`config.mk`:
```
export PLATFORM = sky130hd
export DESIGN_NAME = ex_logic_shift_unit
export DESIGN_NICKNAME = d
export VERILOG_FILES = /design/src/rtl/ex_logic_shift_unit_pkg.sv /design/src/rtl/ex_logic_shift_unit_shift_step.sv /design/src/rtl/ex_logic_shift_unit.sv
export SDC_FILE = /design/constraint.sdc
export NUM_CORES = 1
export LEC_CHECK = 0
export BUFFER_PORTS_ARGS = -buffer_cell sky130_fd_sc_hd__buf_2
export CORE_ASPECT_RATIO = 1.1
export CORE_MARGIN = 10
export CORE_UTILIZATION = 45
export DETAILED_ROUTE_END_ITERATION = 12
export HOLD_SLACK_MARGIN = 0.03
export SKIP_CTS_REPAIR_TIMING = 1
export SYNTH_ARGS = -nofsm -noshare
export SYNTH_HDL_FRONTEND = slang
export SYNTH_SLANG_ARGS = --single-unit
```
`constraint.sdc`:
```
create_clock -name clk -period 3.3 [get_ports clk]
set_input_delay 0.66 -clock clk [delete_from_list [all_inputs] [get_ports clk]]
set_output_delay 0.66 -clock clk [all_outputs]
set_load 0.01 [all_outputs]
```
`src/rtl/ex_logic_shift_unit_pkg.sv`:
```
// Shared types for the EX-stage logic/shift unit: op encodings, FSM states, helpers.
// CLZ/CLO encodings only execute when LOGIC_CLZ_EN is defined; otherwise they are illegal.
package ex_logic_shift_unit_pkg;

    localparam int unsigned OP_W = 4;

    typedef enum logic [OP_W-1:0] {
        OP_OR   = 4'd0,
        OP_AND  = 4'd1,
        OP_XOR  = 4'd2,
        OP_NOR  = 4'd3,
        OP_SLT  = 4'd4,
        OP_SLTU = 4'd5,
        OP_SLL  = 4'd6,
        OP_SRL  = 4'd7,
        OP_SRA  = 4'd8,
        OP_CLZ  = 4'd9,
        OP_CLO  = 4'd10
    } op_e;

    typedef logic [1:0] state_t;

    localparam state_t ST_IDLE  = 2'd0;
    localparam state_t ST_SHIFT = 2'd1;
    localparam state_t ST_DONE  = 2'd2;

    function automatic logic is_shift(input logic [OP_W-1:0] op);
        return (op == OP_SLL) || (op == OP_SRL) || (op == OP_SRA);
    endfunction

endpackage

```
`src/rtl/ex_logic_shift_unit_shift_step.sv`:
```
// Single-step shifter: moves acc by up to 2**(STEP_W-1) positions left, right or arithmetic right.
module lsu_shift_step #(
    parameter int unsigned DATA_W = 32,
    parameter int unsigned STEP_W = 4
) (
    input  logic [DATA_W-1:0] acc,
    input  logic [STEP_W-1:0] step,
    input  logic              shift_left,
    input  logic              arith,
    output logic [DATA_W-1:0] result_c
);

    always_comb begin
        result_c = acc;
        if (shift_left) begin
            result_c = acc << step;
        end else if (arith) begin
            result_c = $unsigned($signed(acc) >>> step);
        end else begin
            result_c = acc >> step;
        end
    end

endmodule

```
`src/rtl/ex_logic_shift_unit.sv`:
```
// EX-stage logic unit: bitwise, set-less-than and iterative shifts behind valid/ready handshakes.
// Optional leading-zero/one count ops are enabled by defining LOGIC_CLZ_EN.
module ex_logic_shift_unit
    import ex_logic_shift_unit_pkg::*;
#(
    parameter int unsigned DATA_W     = 32,
    parameter int unsigned SHIFT_STEP = 8,
    parameter int unsigned SHAMT_W    = $clog2(DATA_W)
) (
    input  logic               clk,
    input  logic               rst_n,
    input  logic               flush,
    input  logic               in_valid,
    output logic               in_ready,
    input  logic [OP_W-1:0]    in_op,
    input  logic [DATA_W-1:0]  in_op1,
    input  logic [DATA_W-1:0]  in_op2,
    input  logic [SHAMT_W-1:0] in_shamt,
    output logic               out_valid,
    input  logic               out_ready,
    output logic [DATA_W-1:0]  out_result,
    output logic               out_illegal,
    output logic               busy
);

    localparam int unsigned STEP_W = $clog2(SHIFT_STEP) + 1;
    localparam int unsigned REM_W  = SHAMT_W + 1;

    state_t              state_q, state_d;
    logic [DATA_W-1:0]   acc_q, acc_d;
    logic [REM_W-1:0]    rem_q, rem_d;
    logic [OP_W-1:0]     op_q, op_d;
    logic [DATA_W-1:0]   res_d;
    logic                ill_d;
    logic                valid_d;

    logic [DATA_W-1:0]   logic_res;
    logic                logic_ill;
    logic [STEP_W-1:0]   step_c;
    logic [DATA_W-1:0]   step_res_c;
    logic [REM_W-1:0]    rem_next;
    logic                accept;

`ifdef LOGIC_CLZ_EN
    // Highest set bit wins because the scan runs from LSB upward.
    function automatic logic [DATA_W-1:0] lead_zeros(input logic [DATA_W-1:0] v);
        logic [REM_W-1:0] cnt;
        cnt = REM_W'(DATA_W);
        for (int unsigned i = 0; i < DATA_W; i++) begin
            if (v[i]) cnt = REM_W'(DATA_W - 1 - i);
        end
        return DATA_W'(cnt);
    endfunction
`endif

    assign in_ready = !flush && ((state_q == ST_IDLE) || ((state_q == ST_DONE) && out_ready));
    assign accept   = in_valid && in_ready;

    // Single-cycle result for everything except nonzero shifts.
    always_comb begin
        logic_res = '0;
        logic_ill = 1'b0;
        case (in_op)
            OP_OR:   logic_res = in_op1 | in_op2;
            OP_AND:  logic_res = in_op1 & in_op2;
            OP_XOR:  logic_res = in_op1 ^ in_op2;
            OP_NOR:  logic_res = ~(in_op1 | in_op2);
            OP_SLT:  logic_res = DATA_W'($signed(in_op1) < $signed(in_op2));
            OP_SLTU: logic_res = DATA_W'(in_op1 < in_op2);
            OP_SLL, OP_SRL, OP_SRA: logic_res = in_op2;
`ifdef LOGIC_CLZ_EN
            OP_CLZ:  logic_res = lead_zeros(in_op1);
            OP_CLO:  logic_res = lead_zeros(~in_op1);
`endif
            default: logic_ill = 1'b1;
        endcase
    end

    assign step_c   = (rem_q > REM_W'(SHIFT_STEP)) ? STEP_W'(SHIFT_STEP) : STEP_W'(rem_q);
    assign rem_next = rem_q - REM_W'(step_c);

    lsu_shift_step #(
        .DATA_W (DATA_W),
        .STEP_W (STEP_W)
    ) u_shift_step (
        .acc        (acc_q),
        .step       (step_c),
        .shift_left (op_q == OP_SLL),
        .arith      (op_q == OP_SRA),
        .result_c   (step_res_c)
    );

    // Next-state and datapath update.
    always_comb begin
        state_d = state_q;
        acc_d   = acc_q;
        rem_d   = rem_q;
        op_d    = op_q;
        res_d   = out_result;
        ill_d   = out_illegal;
        valid_d = out_valid;

        case (state_q)
            ST_SHIFT: begin
                acc_d = step_res_c;
                rem_d = rem_next;
                if (rem_next == '0) begin
                    state_d = ST_DONE;
                    res_d   = step_res_c;
                    ill_d   = 1'b0;
                    valid_d = 1'b1;
                end
            end
            ST_DONE: begin
                if (out_ready) begin
                    state_d = ST_IDLE;
                    valid_d = 1'b0;
                end
            end
            default: ;
        endcase

        // Accept is only possible from IDLE or from DONE while the result drains.
        if (accept) begin
            if (is_shift(in_op) && (in_shamt != '0)) begin
                state_d = ST_SHIFT;
                acc_d   = in_op2;
                rem_d   = REM_W'(in_shamt);
                op_d    = in_op;
                valid_d = 1'b0;
            end else begin
                state_d = ST_DONE;
                res_d   = logic_res;
                ill_d   = logic_ill;
                valid_d = 1'b1;
            end
        end

        if (flush) begin
            state_d = ST_IDLE;
            valid_d = 1'b0;
            rem_d   = '0;
        end
    end

    always_ff @(posedge clk) begin
        if (!rst_n) begin
            state_q     <= ST_IDLE;
            acc_q       <= '0;
            rem_q       <= '0;
            op_q        <= '0;
            out_result  <= '0;
            out_illegal <= 1'b0;
            out_valid   <= 1'b0;
            busy        <= 1'b0;
        end else begin
            state_q     <= state_d;
            acc_q       <= acc_d;
            rem_q       <= rem_d;
            op_q        <= op_d;
            out_result  <= res_d;
            out_illegal <= ill_d;
            out_valid   <= valid_d;
            busy        <= (state_d != ST_IDLE);
        end
    end

endmodule

```
# == After elaboration in Yosys (flattened, before gate mapping) ==
# Cells that the tools add are included.
# classes
muxes,30
order_cmp,3
n_bitwise,5
eq_ne,14
shift,3
add_sub_neg,1
reduce_logical,19
# ops
operator,count
$mux 32,9
$pmux 32 s7,1
$lt 32x32->1,2
$and 32x32->32,1
$not 32->32,1
$or 32x32->32,1
$shl 32x4->32,1
$shr 32x4->32,1
$sshr 32x4->32,1
$xor 32x32->32,1
$eq 4x3->1 const B,5
$mux 6,3
$mux 2,5
$mux 1,9
$reduce_or 9->1,1
$eq 4x2->1 const B,2
$eq 4x4->1 const B,2
$gt 6x4->1 const B,1
$logic_not 6->1,1
$ne 3x3->1 const B,2
$sub 6x4->6,1
$reduce_bool 5->1,1
$eq 4x1->1 const B,1
$logic_and 1x1->1,4
other kinds (16),18
# totals
in_bits,78
output_inout_bits,36
wordCells,83
register_bits,79

# == Longest topological paths before layout ==
# depth
depth_word,9
ltp_mapped,11
depth_no_buf,9

# == Cells and area by module ==
# A second synthesis with hierarchy kept.
# unflattened
hier_cells,1190
hier_area_um2,10029.6
# by_module_without_submodules
mod,cells_each,area_per_inst_um2,n_inst,seq_area_each_um2
ex_logic_shift_unit,797,6955.4,1,1581.5
lsu_shift_step,393,3074.2,1,0.0

# == Worst setup path after synthesis ==
# No wires, ideal clock.
# synth_path
kind,input to register
start,in in_op[1]
end,reg out_result[12]
arrival_time_ns,2.370
stages,8
n_path_buf,3
path_slack_ns,0.799
cell_sequence,clkbuf_1 > buf_1 > clkbuf_1 > nor2_1 > a211oi_1 > a21oi_1 > a221oi_1 > a211oi_1
# synth_via
elab_chain_len,6
word_cells_on_any_way,16
classes_between,eq/ne (8); mux (3); reduce/logical (5)
# synth_rtl
element,line_no,text
from (decl),ex_logic_shift_unit.sv:15,"input logic [OP_W-1:0] in_op,"
branches (longest 4 deep; another with $pmux 32 s7),n/a,
$mux 32 (*),ex_logic_shift_unit.sv:125,if (is_shift(in_op) && (in_shamt != '0)) begin
$mux 32 (*),ex_logic_shift_unit.sv:124,if (accept) begin
to (signal assigned),ex_logic_shift_unit.sv:161,out_result <= res_d;
to (decl),ex_logic_shift_unit.sv:21,"output logic [DATA_W-1:0] out_result,"
# Every way passes the cells marked *.
# A chain may end at the register's enable or synchronous reset.

# == Final worst setup path ==
# layout_path
start,reg rem_q[3]
end,reg out_result[10]
# layout_via
elab_chain_len,9
word_cells_on_any_way,13
classes_between,add/sub (1); order compare (1); shift (3); mux (7); reduce/logical (1)
# layout_rtl
element,line_no,text
from (decl),ex_logic_shift_unit.sv:31,"logic [REM_W-1:0] rem_q, rem_d;"
from (signal assigned),ex_logic_shift_unit.sv:159,rem_q <= rem_d;
branches (longest 5 deep; another with $gt 6x4->1),n/a,
$mux 32 (*),ex_logic_shift_unit.sv:107,if (rem_next == '0) begin
$mux 32 (*),ex_logic_shift_unit.sv:103,case (state_q)
$mux 32,ex_logic_shift_unit.sv:125,
$mux 32 (*),ex_logic_shift_unit.sv:124,
# Marked as above.

==> results.sh <==
export IMPL_crit_path_top_delay_cell="a311oi_1"
export IMPL_start_util_pct=46.1
export IMPL_endpoint_kind="register"
export IMPL_n_antenna_cell=0
export IMPL_regToRegSetupSlack_ns=0.31
export IMPL_hold_class="register to register"
export IMPL_synthCells=1372
export IMPL_clock_skew_ns=0.0101
export IMPL_drtPass1Iterations=6
export IMPL_clockRootBuffer="clkbuf_16"
export IMPL_grt_overflow_total=0
export IMPL_synth_area_mm2=0.00992
export IMPL_netSwitchingPower_mw=0.880
export IMPL_postSynthAreaPerCell_um2=7.23
export IMPL_finalHoldViolCount=0
export IMPL_dieWidth_um=162
export IMPL_power_frac_comb_pct=25.4
export IMPL_synth_seq_cells=79
export IMPL_drv_cap=0
export IMPL_post_route_min_period_ns=2.99
export IMPL_cts_num_sinks=79
export IMPL_path_max_fanout=45
export IMPL_seq_area_frac_synth_pct=15.9
export IMPL_pwr_share_clk_pct=37.2
export IMPL_tightest_slew_ns=1.18
export IMPL_grt_max_degree=68
export IMPL_hold_path_depth=2
export IMPL_crit_path_max_incr_delay_ns=0.54
export IMPL_cp_required_ns=3.53
export IMPL_arrival_ns=3.22
export IMPL_synth_edf_count=0
export IMPL_power_density_mw_per_mm2=246
export IMPL_htree_levels=3
export IMPL_core_area_mm2=0.0215
export IMPL_clk_latency_ns=0.34
export IMPL_whs_endpoint="op_q[3]"
export IMPL_syn_to_final_growth_pct=12.7
export IMPL_synth_top_cell_by_area="dfxtp_1"
export IMPL_finalMaxSlewViolations=0
export IMPL_die_h_um=176
export IMPL_start_kind="register"
export IMPL_synth_area_top_cells="dfxtp_1, ha_1, mux2i_1, nand2_1, a21oi_1"
export IMPL_cts_buffers=9
export IMPL_synth_cell_type_count=68
export IMPL_drt_vias_per_instance=6.43
export IMPL_cts_max_path_buffers=2
export IMPL_switching_share_pct=32.0
export IMPL_synth_top_area_share_pct=15.9
export IMPL_drive_above_1_share_pct=17.3
export IMPL_grt_pass1_wl_um=61000
export IMPL_drt_iter0_drc=1176
export IMPL_fin_tns_setup_ns=0
export IMPL_io_pins=114
export IMPL_grt_usage_pct=26.5
export IMPL_rsz0062_at_grt="no"
export IMPL_ant_nets=0
export IMPL_antenna_found_initial=0
export IMPL_synth_ff_type="dfxtp_1"
export IMPL_via_count=11100
export IMPL_finalWirelength_um=39500
export IMPL_whs_ns=0.486
export IMPL_rr_worst_depth=8
export IMPL_crit_chain="nor4b_4 > buf_12 > mux2i_1 > a21oi_1 > a221o_1 > a311oi_1 > nor2_1 > a211o_1"
export IMPL_period_share_pct=90.7
export IMPL_placementRows=56
export IMPL_dieArea_mm2=0.0284
export IMPL_fmax_mhz=334
export IMPL_synthArstFlopShare_pct=0
export IMPL_synth_warnings=0
export IMPL_ir_drop_mv=0.225
export IMPL_drc=0
export IMPL_io_buffers=113
export IMPL_p_int_mw=1.87
export IMPL_worst_r2r_endpoint="out_result[10]"
export IMPL_nets=1607
export IMPL_finalSetupViolations=0
export IMPL_gp_congestion=0.986
export IMPL_grt_pass1_vias=10474
export IMPL_p_total_mw=2.75
export IMPL_p_seq_share_pct=37.4
export IMPL_clk_pin_slew_worst_paths_ns=0.06
export IMPL_wl_per_cell_um=22.9
export IMPL_cellLeakagePower_nw=4.93
export IMPL_synth_nets=1549
export IMPL_slew_headroom_pct=20.9
export IMPL_dpl_hpwl_um=29800
export IMPL_cts_tree="yes"
export IMPL_worst_r2r_startpoint="rem_q[3]"
export IMPL_crit_type="register to register"
export IMPL_hold_start="op_q[3]"
export IMPL_status="completed"
-- logic make-up after synthesis --
logic type	synth area share, %
buf+inv	9.82
compound gates	29.1
fa+ha+maj	12.5
simple gates	19.1
mux	13.5
flops	15.9
-- worst max-delay path by stage --
| stage | from | end | slack, ns |
|---|---|---|---|
| after floorplan | in_op[1] | out_result[12] | 0.80 |
| after global placement | in_op[0] | out_result[16] | 0.30 |
| after detailed placement | in_op[0] | out_result[2] | 0.26 |
| after CTS | rem_q[4] | acc_q[14] | 0.38 |
| after global routing | rem_q[4] | acc_q[14] | 0.19 |
| final | rem_q[3] | out_result[10] | 0.31 |
-- power by group through the flow --
stage	logic [mW]	registers [mW]	clock network, mW
after global routing	0.772	1.03	1.06
after CTS	0.689	1.02	1.03
final	0.699	1.03	1.02
after global placement	0.678	1.05	0
after detailed placement	0.686	1.05	0
after floorplan	0.446	1.02	0
-- registers in the layout, indices dropped and copies added (netlist names) --
| register | flops |
|---|---|
| out_result | 32 |
| op_q | 4 |
| busy | 1 |
| acc_q | 32 |
| out_valid | 1 |
| out_illegal | 1 |
| state_q | 2 |
| rem_q | 6 |
-- area by class of cell --
cell class	count	area, um2
Clock buffer	10	239
Clock inverter	6	67.6
Fill cell	2162	10300
Inverter	99	372
Multi-Input combinational cell	1056	7380
Sequential cell	79	1580
Tap cell	290	363
Timing Repair Buffer	185	1170
-- through the flow --
step	cells	worst slack (ns)	cell area (um2)	util [%]
after floorplan	1372	0.799	9920	-
after global placement	1709	0.301	10900	50.5
after detailed placement	1709	0.260	10900	50.5
after CTS	1725	0.379	11200	52.0
after global routing	1725	0.194	11200	52.0
final	1725	0.306	11200	52.0
-- cell usage in the layout (no fill, tap or decap), types with 5 or more instances in the layout --
cell and n:
inv_1 96, a22oi_1 30, a221oi_1 31, mux2_2 21, mux4_2 7, o211ai_1 16
nor3_1 36, nor4_1 12, buf_2 112, buf_12 5, a31oi_1 21, nand2_1 178
a221o_1 15, nand3_1 41, dfxtp_1 78, o2bb2ai_1 6, clkbuf_16 9, mux2i_1 94
nand4_1 11, and3_1 6, a2111oi_0 10, o21ai_0 64, o311ai_0 6, a211o_1 9
nor2b_1 8, a211oi_1 32, nor2_1 82, ha_1 99, o22ai_1 7, a22o_1 7
a21oi_1 115, nand2b_1 5, or3_1 5, o21bai_1 8, buf_4 68, o221ai_1 5
-- metal layers --
metal	vias to the layer above	wire length, um	track usage (%)	part of all wire [%]
met5	-	0	0	0
met4	0	1570	11.2	4.0
met3	116	3620	3.93	9.2
met2	605	17300	41.4	44
met1	5250	17000	35.5	43
li1	5129	-	-	-
-- cell usage after synthesis, types with 4 or more instances --
cell,n
mux2_2,21
a211o_1,9
a22o_1,7
buf_6,6
and3_1,6
o31ai_1,4
mux4_2,7
or4_1,4
nor3_1,38
a21oi_1,115
ha_1,99
a221oi_1,31
a2111oi_0,10
nor2_1,83
buf_4,4
o21ai_0,64
mux2i_1,94
or3_1,5
nor4_1,12
nand3_1,41
o311ai_0,6
a22oi_1,30
a311oi_1,4
o21ai_1,4
and2_1,4
o211ai_1,16
inv_1,96
nand2b_1,5
buf_1,12
a211oi_1,32
a31oi_1,21
o22ai_1,7
a221o_1,15
nand4_1,11
nor2b_1,8
o2bb2ai_1,6
o21bai_1,8
nand2_1,178
clkbuf_1,97
buf_2,17
dfxtp_1,79
o221ai_1,5
-- critical path: cells and delay by family (launching register included) --
kind | cells | cell delay, ns
and+or+nand+nor | 2 | 0.48
AOI/OAI and AO/OA | 4 | 1.26
DFF | 1 | 0.45
buffers and inverters | 1 | 0.29
muxes | 1 | 0.37
Note: power is estimated with default switching activity, not from simulation.
